**config.mk**
```make
export PLATFORM = sky130hd
export DESIGN_NAME = ntr_cmd_capture
export DESIGN_NICKNAME = d
export VERILOG_FILES = /design/src/rtl/ntr_cmd_capture.sv
export SDC_FILE = /design/constraint.sdc
export NUM_CORES = 1
export LEC_CHECK = 0
export BUFFER_PORTS_ARGS = -buffer_cell sky130_fd_sc_hd__clkbuf_2
export CAP_MARGIN = 20
export CORE_MARGIN = 2
export CORE_UTILIZATION = 55
export DETAILED_ROUTE_END_ITERATION = 10
export HOLD_SLACK_MARGIN = 0.15
export PLACE_DENSITY_LB_ADDON = 0.08
export SYNTH_ARGS = -nofsm -noshare
export SYNTH_HDL_FRONTEND = slang
export SYNTH_SLANG_ARGS = --single-unit
```
**constraint.sdc**
```tcl
create_clock -name clk_i -period 2.2 [get_ports clk_i]
set_clock_uncertainty 0.05 [all_clocks]
set_input_delay 0.22 -clock clk_i [delete_from_list [all_inputs] [get_ports clk_i]]
set_output_delay 0.22 -clock clk_i [all_outputs]
set_load 0.02 [all_outputs]
```
**src/rtl/ntr_cmd_capture.sv**
```systemverilog
// NTR cartridge bus capture: synchronizes the asynchronous NTR pins into the clk domain
// and assembles the bytes of one chip-select frame into a command word.
module ntr_cmd_capture #(
  parameter int SYNC_STAGES = 2,
  parameter int CMD_BYTES   = 8
) (
  input  logic                   clk_i,
  input  logic                   rst_i,
  input  logic                   ntr_clk_i,
  input  logic                   ntr_cs1_i,
  input  logic [7:0]             ntr_data_i,
  output logic [8*CMD_BYTES-1:0] cmd_o,
  output logic                   cmd_valid_o,
  output logic                   frame_err_o,
  output logic [7:0]             err_count_o,
  output logic                   busy_o
);

  localparam int CMDW = 8 * CMD_BYTES;
  localparam int CW   = $clog2(CMD_BYTES + 1);
  localparam int FW   = $clog2(SYNC_STAGES + 1);
  localparam logic [CW-1:0] CNT_FULL  = CW'(CMD_BYTES);
  localparam logic [FW-1:0] FILL_DONE = FW'(SYNC_STAGES);

  typedef enum logic [1:0] {
    HUNT,
    IDLE,
    RECV
  } state_t;

  logic [SYNC_STAGES-1:0]      clk_sync_q;
  logic [SYNC_STAGES-1:0]      cs_sync_q;
  logic [SYNC_STAGES-1:0][7:0] data_sync_q;
  logic                        clk_hist_q;
  logic                        cs_hist_q;

  logic                        clk_s;
  logic                        cs_s;
  logic [7:0]                  data_s;
  logic                        clk_rise;
  logic                        cs_fall;
  logic                        cs_rise;

  state_t                      state_q, state_d;
  logic [FW-1:0]               fill_q, fill_d;
  logic [CMDW-1:0]             sr_q, sr_d;
  logic [CW-1:0]               cnt_q, cnt_d;
  logic                        ovf_q, ovf_d;
  logic [CMDW-1:0]             cmd_q, cmd_d;
  logic                        cmd_valid_q, cmd_valid_d;
  logic                        frame_err_q, frame_err_d;
  logic [7:0]                  err_q, err_d;
  logic [CMDW+7:0]             sr_shift;

  // Synchronizer chains plus one history flop on clock and chip select for edge detection.
  // Clock and cs1 reset to their idle-high level so reset never fabricates an edge.
  always_ff @(posedge clk_i) begin
    if (rst_i) begin
      clk_sync_q  <= '1;
      cs_sync_q   <= '1;
      data_sync_q <= '0;
      clk_hist_q  <= 1'b1;
      cs_hist_q   <= 1'b1;
    end else begin
      clk_sync_q  <= {clk_sync_q[SYNC_STAGES-2:0], ntr_clk_i};
      cs_sync_q   <= {cs_sync_q[SYNC_STAGES-2:0], ntr_cs1_i};
      data_sync_q <= {data_sync_q[SYNC_STAGES-2:0], ntr_data_i};
      clk_hist_q  <= clk_s;
      cs_hist_q   <= cs_s;
    end
  end

  assign clk_s    = clk_sync_q[SYNC_STAGES-1];
  assign cs_s     = cs_sync_q[SYNC_STAGES-1];
  assign data_s   = data_sync_q[SYNC_STAGES-1];
  assign clk_rise = clk_s & ~clk_hist_q;
  assign cs_fall  = ~cs_s & cs_hist_q;
  assign cs_rise  = cs_s & ~cs_hist_q;
  assign sr_shift = {sr_q, data_s};

  always_ff @(posedge clk_i) begin
    if (rst_i) begin
      state_q     <= HUNT;
      fill_q      <= '0;
      sr_q        <= '0;
      cnt_q       <= '0;
      ovf_q       <= 1'b0;
      cmd_q       <= '0;
      cmd_valid_q <= 1'b0;
      frame_err_q <= 1'b0;
      err_q       <= '0;
    end else begin
      state_q     <= state_d;
      fill_q      <= fill_d;
      sr_q        <= sr_d;
      cnt_q       <= cnt_d;
      ovf_q       <= ovf_d;
      cmd_q       <= cmd_d;
      cmd_valid_q <= cmd_valid_d;
      frame_err_q <= frame_err_d;
      err_q       <= err_d;
    end
  end

  // HUNT first lets the synchronizer refill with real samples, because the reset value of
  // cs1 would otherwise look idle and let a frame already in progress be captured.
  always_comb begin
    state_d     = state_q;
    fill_d      = fill_q;
    sr_d        = sr_q;
    cnt_d       = cnt_q;
    ovf_d       = ovf_q;
    cmd_d       = cmd_q;
    cmd_valid_d = 1'b0;
    frame_err_d = 1'b0;
    err_d       = err_q;
    case (state_q)
      HUNT: begin
        if (fill_q != FILL_DONE) begin
          fill_d = fill_q + FW'(1);
        end else if (cs_s) begin
          state_d = IDLE;
        end
      end
      IDLE: begin
        if (cs_fall) begin
          sr_d    = '0;
          cnt_d   = '0;
          ovf_d   = 1'b0;
          state_d = RECV;
        end
      end
      RECV: begin
        // A clock rise coinciding with the cs rise is dropped; the frame closes as counted.
        if (cs_rise) begin
          state_d = IDLE;
          if (cnt_q == CNT_FULL && !ovf_q) begin
            cmd_d       = sr_q;
            cmd_valid_d = 1'b1;
          end else begin
            frame_err_d = 1'b1;
            if (err_q != 8'hFF) begin
              err_d = err_q + 8'd1;
            end
          end
        end else if (clk_rise && !cs_s) begin
          if (cnt_q == CNT_FULL) begin
            ovf_d = 1'b1;
          end else begin
            sr_d  = sr_shift[CMDW-1:0];
            cnt_d = cnt_q + CW'(1);
          end
        end
      end
      default: begin
        state_d = HUNT;
      end
    endcase
  end

  assign cmd_o       = cmd_q;
  assign cmd_valid_o = cmd_valid_q;
  assign frame_err_o = frame_err_q;
  assign err_count_o = err_q;
  assign busy_o      = (state_q == RECV);

endmodule

```
==> results of run 1 <==
==> routing by layer <==
metal	vias up	track usage
met5	-	0
met3	26	0.0470
met1	2418	0.305
met2	134	0.344
met4	0	0.0989
li1	2559	-
==> power groups by stage <==
| stage | Combinational (W) | Sequential (W) | Clock, W |
|---|---|---|---|
| finish | 0.000253 | 0.00313 | 0.00294 |
| global route | 0.000282 | 0.00313 | 0.00312 |
| CTS | 0.000248 | 0.00313 | 0.00298 |
| detailed placement | 0.000230 | 0.00320 | 0 |
| global placement | 0.000223 | 0.00319 | 0 |
| floorplan | 0.000186 | 0.00318 | 0 |
==> path summary, 6_finish.rpt <==
check | startpoint | end | slack [ns]
worst min register to register | clk_sync_q[0] | clk_sync_q[1] | 0.36
worst max-delay path | state_q[0] | busy_o | 0.15
worst min-delay path | clk_sync_q[0] | clk_sync_q[1] | 0.36
worst max register to register | cnt_q[0] | cmd_o[29] | 0.22
==> repair_timing <==
| item | in CTS | in global routing |
|---|---|---|
| hold buffers | 11 | 0 |
| cloned | 0 | 1 |
| setup buffers | 0 | 2 |
| hold endpoints to repair | 36 | 0 |
| gates resized for setup | 3 | 2 |
| pin swaps | 0 | 1 |
| setup endpoints to repair | 1 | 2 |
==> stage by stage <==
stage | setup slack [ns] | utilization | power, W | hold WS (ns) | cell area, sq um
2_1_floorplan | 0.507 | - | 0.00336 | 0.274 | 6020
3_3_place_gp | 0.341 | 0.611 | 0.00341 | 0.341 | 6570
3_5_place_dp | 0.227 | 0.611 | 0.00343 | 0.346 | 6570
4_1_cts | 0.0243 | 0.678 | 0.00635 | 0.345 | 7280
5_1_grt | 0.0489 | 0.682 | 0.00654 | 0.361 | 7330
6_report | 0.153 | 0.682 | 0.00632 | 0.361 | 7330
==> final cells by class <==
class / count / share of cell area
Sequential cell: 169 / 0.462
Inverter: 6 / 0.00307
Tap cell: 140 / 0.0239
Clock buffer: 20 / 0.0622
Clock inverter: 12 / 0.0190
Multi-Input combinational cell: 490 / 0.328
Timing Repair Buffer: 113 / 0.101
==> state kept, by name, summed over array words and instances (netlist names), 4 cells and up <==
signal,count
cmd_o,64
sr_q,64
err_count_o,8
data_s,8
cnt_q,4
data_sync_q,8
==> logic make-up (layout without fill, tap and decap cells) <==
kind of cell | after synthesis | count (layout) | synth area share
and+or+nand+nor | 328 | 328 | 0.244
DFF | 169 | 169 | 0.562
AOI/OAI and AO/OA | 153 | 153 | 0.133
buffers and inverters | 61 | 151 | 0.0445
adders and majority gates | 4 | 4 | 0.00832
xor gates and xnor gates | 3 | 3 | 0.00437
muxes | 2 | 2 | 0.00333
==> layout by cell type, fill, tap and decap left out, drive strengths merged, types with 3 or more instances in the layout <==
master	count
nand2b	3
nand3	69
clkinv	3
nor2b	18
a21oi	138
dfxtp	169
dlygate4sd3	11
nand2	198
nor3	4
or2	7
nor2	12
clkbuf	106
ha	4
or3	4
o21ai	6
nand4bb	3
inv	9
buf	16
clkinvlp	4
==> metrics.txt, run 1 <==
# TYPE chip_impl_metric gauge
chip_impl_metric{name="critical_path_required",unit="ns"} 1.93
chip_impl_metric{name="hold_path_depth",unit=""} 1
chip_impl_info{name="synth_top_cell_by_area",value="sky130_fd_sc_hd__dfxtp_1"} 1
chip_impl_metric{name="worstPathBufferInverterCount",unit=""} 3
chip_impl_metric{name="ir_drop",unit="mV"} 0.467
chip_impl_metric{name="setup_violations",unit=""} 0
chip_impl_info{name="synthTopCellsByArea",value="sky130_fd_sc_hd__dfxtp_1 (56%), sky130_fd_sc_hd__nand2_1 (12%), sky130_fd_sc_hd__a21oi_1 (11%)"} 1
chip_impl_metric{name="finish.net_count",unit=""} 813
chip_impl_metric{name="power_switching_share",unit=""} 0.222
chip_impl_metric{name="netlist_instances",unit=""} 720
chip_impl_metric{name="setup-tns-final",unit="ns"} 0
chip_impl_metric{name="max-cap-violations",unit=""} 0
chip_impl_metric{name="leakage",unit="nW"} 2.67
chip_impl_metric{name="flow.area_growth_from_synthesis",unit="%"} 21.7
chip_impl_metric{name="arrival",unit="ns"} 1.78
chip_impl_metric{name="grt_pass1_wl",unit="mm"} 21.1
chip_impl_metric{name="drtPass1Iterations",unit=""} 5
chip_impl_metric{name="avgRoutedWirePerCell",unit="um"} 13.9
chip_impl_metric{name="post-synth-top-area-fraction",unit=""} 0.562
chip_impl_metric{name="dieHeight",unit="um"} 109
chip_impl_metric{name="insertedDiodeCount",unit=""} 0
chip_impl_metric{name="worst_pin_slew",unit="ns"} 0.492
chip_impl_metric{name="grt_max_degree",unit=""} 68
chip_impl_info{name="crit_slowest_cell",value="sky130_fd_sc_hd__dfxtp_1"} 1
chip_impl_info{name="rsz0062_at_grt",value="false"} 1
chip_impl_metric{name="worst-path-stages",unit=""} 4
chip_impl_metric{name="max_freq",unit="MHz"} 488
chip_impl_metric{name="maxSlewViolCount",unit=""} 0
chip_impl_metric{name="power.density_cell_area",unit="nW/um^2"} 863
chip_impl_metric{name="pwr-share-seq",unit=""} 0.494
chip_impl_metric{name="finalNonFillerCells",unit=""} 950
chip_impl_metric{name="syn_nets",unit=""} 736
chip_impl_metric{name="detail_route.vias_per_cell",unit=""} 5.41
chip_impl_metric{name="floorplan.initialDensity",unit=""} 0.560
chip_impl_metric{name="maxSlewHeadroom",unit=""} 0.672
chip_impl_metric{name="layout-drive-gt1-share",unit=""} 0.183
chip_impl_metric{name="synth_async_sr_flop_share",unit=""} 0
chip_impl_metric{name="power.switching",unit="W"} 0.00140
chip_impl_info{name="clock-root-buffer",value="sky130_fd_sc_hd__clkbuf_8"} 1
chip_impl_metric{name="detailedPlacementHpwl",unit="mm"} 8.04
chip_impl_info{name="cts_tree",value="yes"} 1
chip_impl_metric{name="synth.yosys.warnings",unit=""} 0
chip_impl_info{name="path_cells",value="nand2b_2 > inv_2 > buf_12 > clkbuf_2"} 1
chip_impl_metric{name="post-route-period-util",unit=""} 0.931
chip_impl_metric{name="cts_max_level",unit=""} 4
chip_impl_metric{name="min_period",unit="ns"} 2.05
chip_impl_metric{name="post_synth.cell_area_avg",unit="sq um"} 8.36
chip_impl_metric{name="cts_made_buffers",unit=""} 17
chip_impl_info{name="path_delay_family",value="buffers and inverters"} 1
chip_impl_metric{name="register_area",unit="sq um"} 3380
chip_impl_metric{name="synth.lib_cells_used.distinct",unit=""} 37
chip_impl_info{name="synth.most_common_cell",value="sky130_fd_sc_hd__nand2_1"} 1
chip_impl_metric{name="dr.first_iter.drc_count",unit=""} 298
chip_impl_metric{name="antenna_left",unit=""} 0
chip_impl_metric{name="grt_antenna_before_repair",unit=""} 0
chip_impl_metric{name="fillCellCount",unit=""} 886
chip_impl_info{name="outcome",value="complete, no violations"} 1
chip_impl_metric{name="core.rowCount",unit=""} 38
chip_impl_metric{name="buffer_ports.inserted",unit=""} 86
chip_impl_metric{name="dr_wl_met2",unit="mm"} 6.19
chip_impl_metric{name="rr_worst_depth",unit=""} 7
chip_impl_metric{name="number_of_global_route_vias_before_repair",unit=""} 4536
chip_impl_metric{name="clkTransAtPathRegs",unit="ns"} 0.06
chip_impl_metric{name="track_usage",unit=""} 0.224
chip_impl_metric{name="multi_input_gate_area_in_the_final_layout",unit="sq um"} 2410
chip_impl_metric{name="share_clk_of_total_power",unit=""} 0.465
chip_impl_metric{name="gp_congestion",unit=""} 0.803
chip_impl_metric{name="core_region_area",unit="sq um"} 10700
chip_impl_metric{name="floorplan.die.width",unit="um"} 109
chip_impl_metric{name="route.met3.wl",unit="um"} 553
chip_impl_metric{name="internal_power",unit="W"} 0.00492
chip_impl_metric{name="clock_sink_count",unit=""} 169
chip_impl_metric{name="yosysSeqAreaShare",unit=""} 0.562
chip_impl_metric{name="dr_vias",unit=""} 5137
chip_impl_metric{name="ios",unit=""} 87
chip_impl_metric{name="hold_viol",unit=""} 0
chip_impl_info{name="highest_layer",value="met4"} 1
chip_impl_info{name="holdCritPathClass",value="reg2reg"} 1
chip_impl_info{name="crit_type",value="reg2out"} 1
chip_impl_info{name="critPathCaptureType",value="output pin"} 1
chip_impl_info{name="crit_path_start_kind",value="flop"} 1
chip_impl_metric{name="die_area",unit="sq um"} 11800
chip_impl_metric{name="post-place-cells",unit=""} 904
chip_impl_metric{name="met1_length",unit="mm"} 6.15
chip_impl_info{name="most_frequent_cells_after_synthesis",value="sky130_fd_sc_hd__nand2_1 (198), sky130_fd_sc_hd__dfxtp_1 (169), sky130_fd_sc_hd__a21oi_1 (138), sky130_fd_sc_hd__nand3_1 (69), sky130_fd_sc_hd__clkbuf_1 (36)"} 1
chip_impl_metric{name="max-clock-path-buffers",unit=""} 2
chip_impl_metric{name="crit_path_max_fanout",unit=""} 34
chip_impl_metric{name="drc",unit=""} 0
chip_impl_metric{name="gr-total-overflow",unit=""} 0
chip_impl_metric{name="totalWireLength",unit="mm"} 13.2
chip_impl_metric{name="timing.critical_path.slowest_cell_delay",unit="ns"} 0.39
chip_impl_info{name="synth_flop_cell",value="sky130_fd_sc_hd__dfxtp_1"} 1
chip_impl_metric{name="synth-seq-cells",unit=""} 169
chip_impl_metric{name="synth_enable_flop_cells",unit=""} 0
chip_impl_metric{name="comb_power_share",unit=""} 0.040
chip_impl_metric{name="clock_latency",unit="ns"} 0.52
chip_impl_metric{name="mappedNetlistArea",unit="sq um"} 6020
Power figures use the tool's default switching activity.
==> run 2: changes to the inputs <==
Settings changed: ABC_AREA set to 1.
==> run 2 against run 1 <==
- routed wire length grew 7.5%
- final area grew 8.9%
- register-to-register slack improved by 0.08 ns
- sequential share of layout area shrank 3.8 points
- largest power group unchanged
- critical path type is now reg2reg
- synthesized cell count grew 29%
==> metrics.txt, run 2 <==
# TYPE chip_impl_metric gauge
chip_impl_info{name="clock-root-buffer",value="sky130_fd_sc_hd__clkbuf_16"} 1
chip_impl_info{name="crit_type",value="reg2reg"} 1
chip_impl_metric{name="core_region_area",unit="sq um"} 12000
chip_impl_info{name="rsz0062_at_grt",value="false"} 1
chip_impl_metric{name="setup.reg_to_reg.worst_slack",unit="ns"} 0.30
chip_impl_metric{name="totalWireLength",unit="mm"} 14.2
chip_impl_metric{name="dieHeight",unit="um"} 115
chip_impl_metric{name="flow.area_growth_from_synthesis",unit="%"} 18.1
chip_impl_metric{name="grt_max_degree",unit=""} 76
chip_impl_metric{name="setup_violations",unit=""} 0
chip_impl_metric{name="cts_setup_buffers",unit=""} 0
chip_impl_metric{name="final_core_util",unit=""} 0.664
chip_impl_info{name="critical_path.reg2reg.endpoint",value="cmd_o[32]"} 1
chip_impl_metric{name="clock_sink_count",unit=""} 169
chip_impl_metric{name="ctsHoldBuffers",unit=""} 10
chip_impl_metric{name="cts_made_buffers",unit=""} 17
chip_impl_metric{name="critical_path_required",unit="ns"} 2.50
chip_impl_metric{name="clkTransAtPathRegs",unit="ns"} 0.06
chip_impl_info{name="synthTopCellsByArea",value="sky130_fd_sc_hd__dfxtp_1 (50%), sky130_fd_sc_hd__nor2_1 (8.7%), sky130_fd_sc_hd__o21ai_0 (8.4%)"} 1
chip_impl_metric{name="maxSlewHeadroom",unit=""} 0.665
chip_impl_metric{name="gp_congestion",unit=""} 0.789
chip_impl_metric{name="rr_worst_depth",unit=""} 9
chip_impl_metric{name="finish.net_count",unit=""} 1005
chip_impl_metric{name="synth_async_sr_flop_share",unit=""} 0
chip_impl_metric{name="detail_route.vias_per_cell",unit=""} 5.00
chip_impl_metric{name="setup-tns-final",unit="ns"} 0
chip_impl_metric{name="grt_pass1_wl",unit="mm"} 23.8
chip_impl_metric{name="worst_pin_slew",unit="ns"} 0.501
chip_impl_metric{name="fillCellCount",unit=""} 1107
chip_impl_metric{name="antenna_left",unit=""} 0
chip_impl_metric{name="die_area",unit="sq um"} 13200
chip_impl_metric{name="avgRoutedWirePerCell",unit="um"} 12.4
chip_impl_info{name="most_frequent_cells_after_synthesis",value="sky130_fd_sc_hd__dfxtp_1 (169), sky130_fd_sc_hd__nor2_1 (157), sky130_fd_sc_hd__nand2_1 (135), sky130_fd_sc_hd__o21ai_0 (113), sky130_fd_sc_hd__inv_1 (99)"} 1
chip_impl_metric{name="max-clock-path-buffers",unit=""} 2
chip_impl_info{name="worst_r2r_startpoint",value="cnt_q[0]"} 1
chip_impl_metric{name="mappedNetlistArea",unit="sq um"} 6760
chip_impl_metric{name="drc",unit=""} 0
chip_impl_info{name="setup.worst_path.start",value="cnt_q[0]"} 1
chip_impl_metric{name="detailedPlacementHpwl",unit="mm"} 8.40
chip_impl_metric{name="cts_max_level",unit=""} 4
chip_impl_metric{name="netlist_instances",unit=""} 927
chip_impl_metric{name="post-synth-top-area-fraction",unit=""} 0.501
chip_impl_metric{name="leakage",unit="nW"} 3.50
chip_impl_metric{name="crit_path_max_fanout",unit=""} 61
chip_impl_metric{name="floorplan.die.width",unit="um"} 115
chip_impl_metric{name="post_cts.resized_instances",unit=""} 0
chip_impl_metric{name="synth.yosys.warnings",unit=""} 0
chip_impl_info{name="highest_count_cells_in_the_layout_ignoring_fill_and_taps",value="sky130_fd_sc_hd__dfxtp_1 (169), sky130_fd_sc_hd__nor2_1 (157), sky130_fd_sc_hd__nand2_1 (134), sky130_fd_sc_hd__o21ai_0 (113), sky130_fd_sc_hd__inv_1 (99)"} 1
chip_impl_metric{name="arrival",unit="ns"} 2.21
chip_impl_info{name="crit_path_start_kind",value="flop"} 1
chip_impl_metric{name="timing.critical_path.slowest_cell_delay",unit="ns"} 0.34
chip_impl_info{name="synth_top_cell_by_area",value="sky130_fd_sc_hd__dfxtp_1"} 1
chip_impl_metric{name="syn_nets",unit=""} 943
chip_impl_info{name="crit_top_cell",value="sky130_fd_sc_hd__nand2_1"} 1
chip_impl_metric{name="grt_antenna_before_repair",unit=""} 0
chip_impl_metric{name="yosysSeqAreaShare",unit=""} 0.501
chip_impl_metric{name="post_synth.cell_area_avg",unit="sq um"} 7.29
chip_impl_metric{name="power.density_cell_area",unit="nW/um^2"} 1310
chip_impl_info{name="synth.most_common_cell",value="sky130_fd_sc_hd__dfxtp_1"} 1
chip_impl_metric{name="core.rowCount",unit=""} 40
chip_impl_info{name="cts_tree",value="yes"} 1
chip_impl_info{name="setup.worst_path.end",value="cmd_o[32]"} 1
chip_impl_metric{name="synth_enable_flop_cells",unit=""} 0
chip_impl_metric{name="number_of_global_route_vias_before_repair",unit=""} 5068
chip_impl_metric{name="synth.lib_cells_used.distinct",unit=""} 25
chip_impl_metric{name="synth-seq-cells",unit=""} 169
chip_impl_info{name="holdCritPathClass",value="in2reg"} 1
chip_impl_metric{name="ios",unit=""} 87
chip_impl_info{name="outcome",value="complete, no violations"} 1
chip_impl_metric{name="insertedDiodeCount",unit=""} 0
chip_impl_metric{name="dr.first_iter.drc_count",unit=""} 489
chip_impl_metric{name="layout-drive-gt1-share",unit=""} 0.143
chip_impl_metric{name="post-route-period-util",unit=""} 0.866
chip_impl_info{name="path_cells",value="inv_1 > ha_1 > nand2_1 > nor2_1 > nand2_1 > nor2_4 > buf_12 > o21ai_0 > a21oi_1"} 1
chip_impl_metric{name="buffer_ports.inserted",unit=""} 86
chip_impl_metric{name="gr-total-overflow",unit=""} 0
chip_impl_metric{name="drtPass1Iterations",unit=""} 6
chip_impl_metric{name="max_freq",unit="MHz"} 525
chip_impl_metric{name="maxSlewViolCount",unit=""} 0
chip_impl_metric{name="track_usage",unit=""} 0.224
chip_impl_metric{name="floorplan.initialDensity",unit=""} 0.563
chip_impl_metric{name="ir_drop",unit="mV"} 0.712
chip_impl_info{name="critPathCaptureType",value="flop"} 1
chip_impl_metric{name="hold_viol",unit=""} 0
chip_impl_info{name="crit_slowest_cell",value="sky130_fd_sc_hd__dfxtp_1"} 1
chip_impl_info{name="synth_flop_cell",value="sky130_fd_sc_hd__dfxtp_1"} 1
chip_impl_metric{name="min_period",unit="ns"} 1.90
chip_impl_info{name="mostFrequentLayoutCell",value="sky130_fd_sc_hd__dfxtp_1"} 1
chip_impl_metric{name="clock_latency",unit="ns"} 0.43
chip_impl_metric{name="dr_vias",unit=""} 5750
chip_impl_metric{name="max-cap-violations",unit=""} 0
run 2: cell count changes in the layout (fill, tap and decap cells not counted), sizes merged, moves of 18 or more:
cell,before,now
nor2,12,160
nor3,4,56
nand2,198,137
a21oi,138,78
nor2b,18,0
nand3,69,8
inv,9,101
o21ai,6,136
run 2: kinds of logic (layout without fill, tap and decap cells):
| family | count (synthesis) | in the layout | share of synthesized area |
|---|---|---|---|
| DFF | 169 | 169 | 0.501 |
| and+or+nand+nor | 367 | 367 | 0.222 |
| buffers and inverters | 166 | 241 | 0.102 |
| adders and majority gates | 4 | 4 | 0.00741 |
| AOI/OAI and AO/OA | 215 | 215 | 0.160 |
| xor gates and xnor gates | 6 | 6 | 0.00778 |
run 2: how the worst min path moves through the flow:
stage | start | endpoint | slack [ns] | cells past startpoint
6_report | rst_i | cs_hist_q | 0.21 | 3
5_1_grt | rst_i | cs_hist_q | 0.25 | 3
4_1_cts | rst_i | cs_hist_q | 0.22 | 3
3_5_place_dp | data_sync_q[3] | data_s[3] | 0.35 | 2
3_3_place_gp | data_sync_q[7] | data_s[7] | 0.34 | 2
2_1_floorplan | ntr_clk_i | clk_sync_q[0] | 0.27 | 1
run 2: where the power goes:
group | leakage [nW] | internal (W) | switching (W)
Clock | 0.296 | 0.00184 | 0.00118
Sequential | 1.38 | 0.00375 | 0.000207
Combinational | 1.83 | 0.00111 | 0.00237
Total | 3.50 | 0.00670 | 0.00376
run 2: through the flow:
step	worst slack, ns	cells	power [W]	hold WS, ns	cell area [sq um]
CTS	0.278	1149	0.0105	0.215	7980
detailed placement	0.336	1107	0.00747	0.345	7280
global route	0.0484	1149	0.0113	0.254	7980
global placement	0.289	1107	0.00741	0.338	7280
floorplan	0.572	927	0.00674	0.274	6760
finish	0.295	1149	0.0105	0.214	7980
run 2: critical path: cells and delay by family (launching register included):
kind                     cells  cell delay (ns)
buffers and inverters        2             0.35
flip-flops                   1             0.34
AND/OR/NAND/NOR              4             0.62
adder cells (fa/ha/maj)      1             0.16
AO/OA/AOI/OAI                2             0.27
run 2: area by class of cell:
class | instances | area, sq um | area share
well taps | 147 | 184 | 0.0230
flip-flops and latches | 169 | 3380 | 0.424
clock buffers | 20 | 457 | 0.0572
multi-input cells | 592 | 2700 | 0.338
repair buffers | 108 | 733 | 0.0919
clock inverters | 12 | 148 | 0.0185
inverters | 101 | 380 | 0.0477
run 2: metal layers:
| layer | track usage | wire length [um] | vias up |
|---|---|---|---|
| met2 | 0.349 | 6750 | 116 |
| met4 | 0.0940 | 220 | 0 |
| met5 | 0 | 0 | - |
| met1 | 0.299 | 6740 | 2569 |
| li1 | - | - | 3044 |
| met3 | 0.0548 | 483 | 21 |
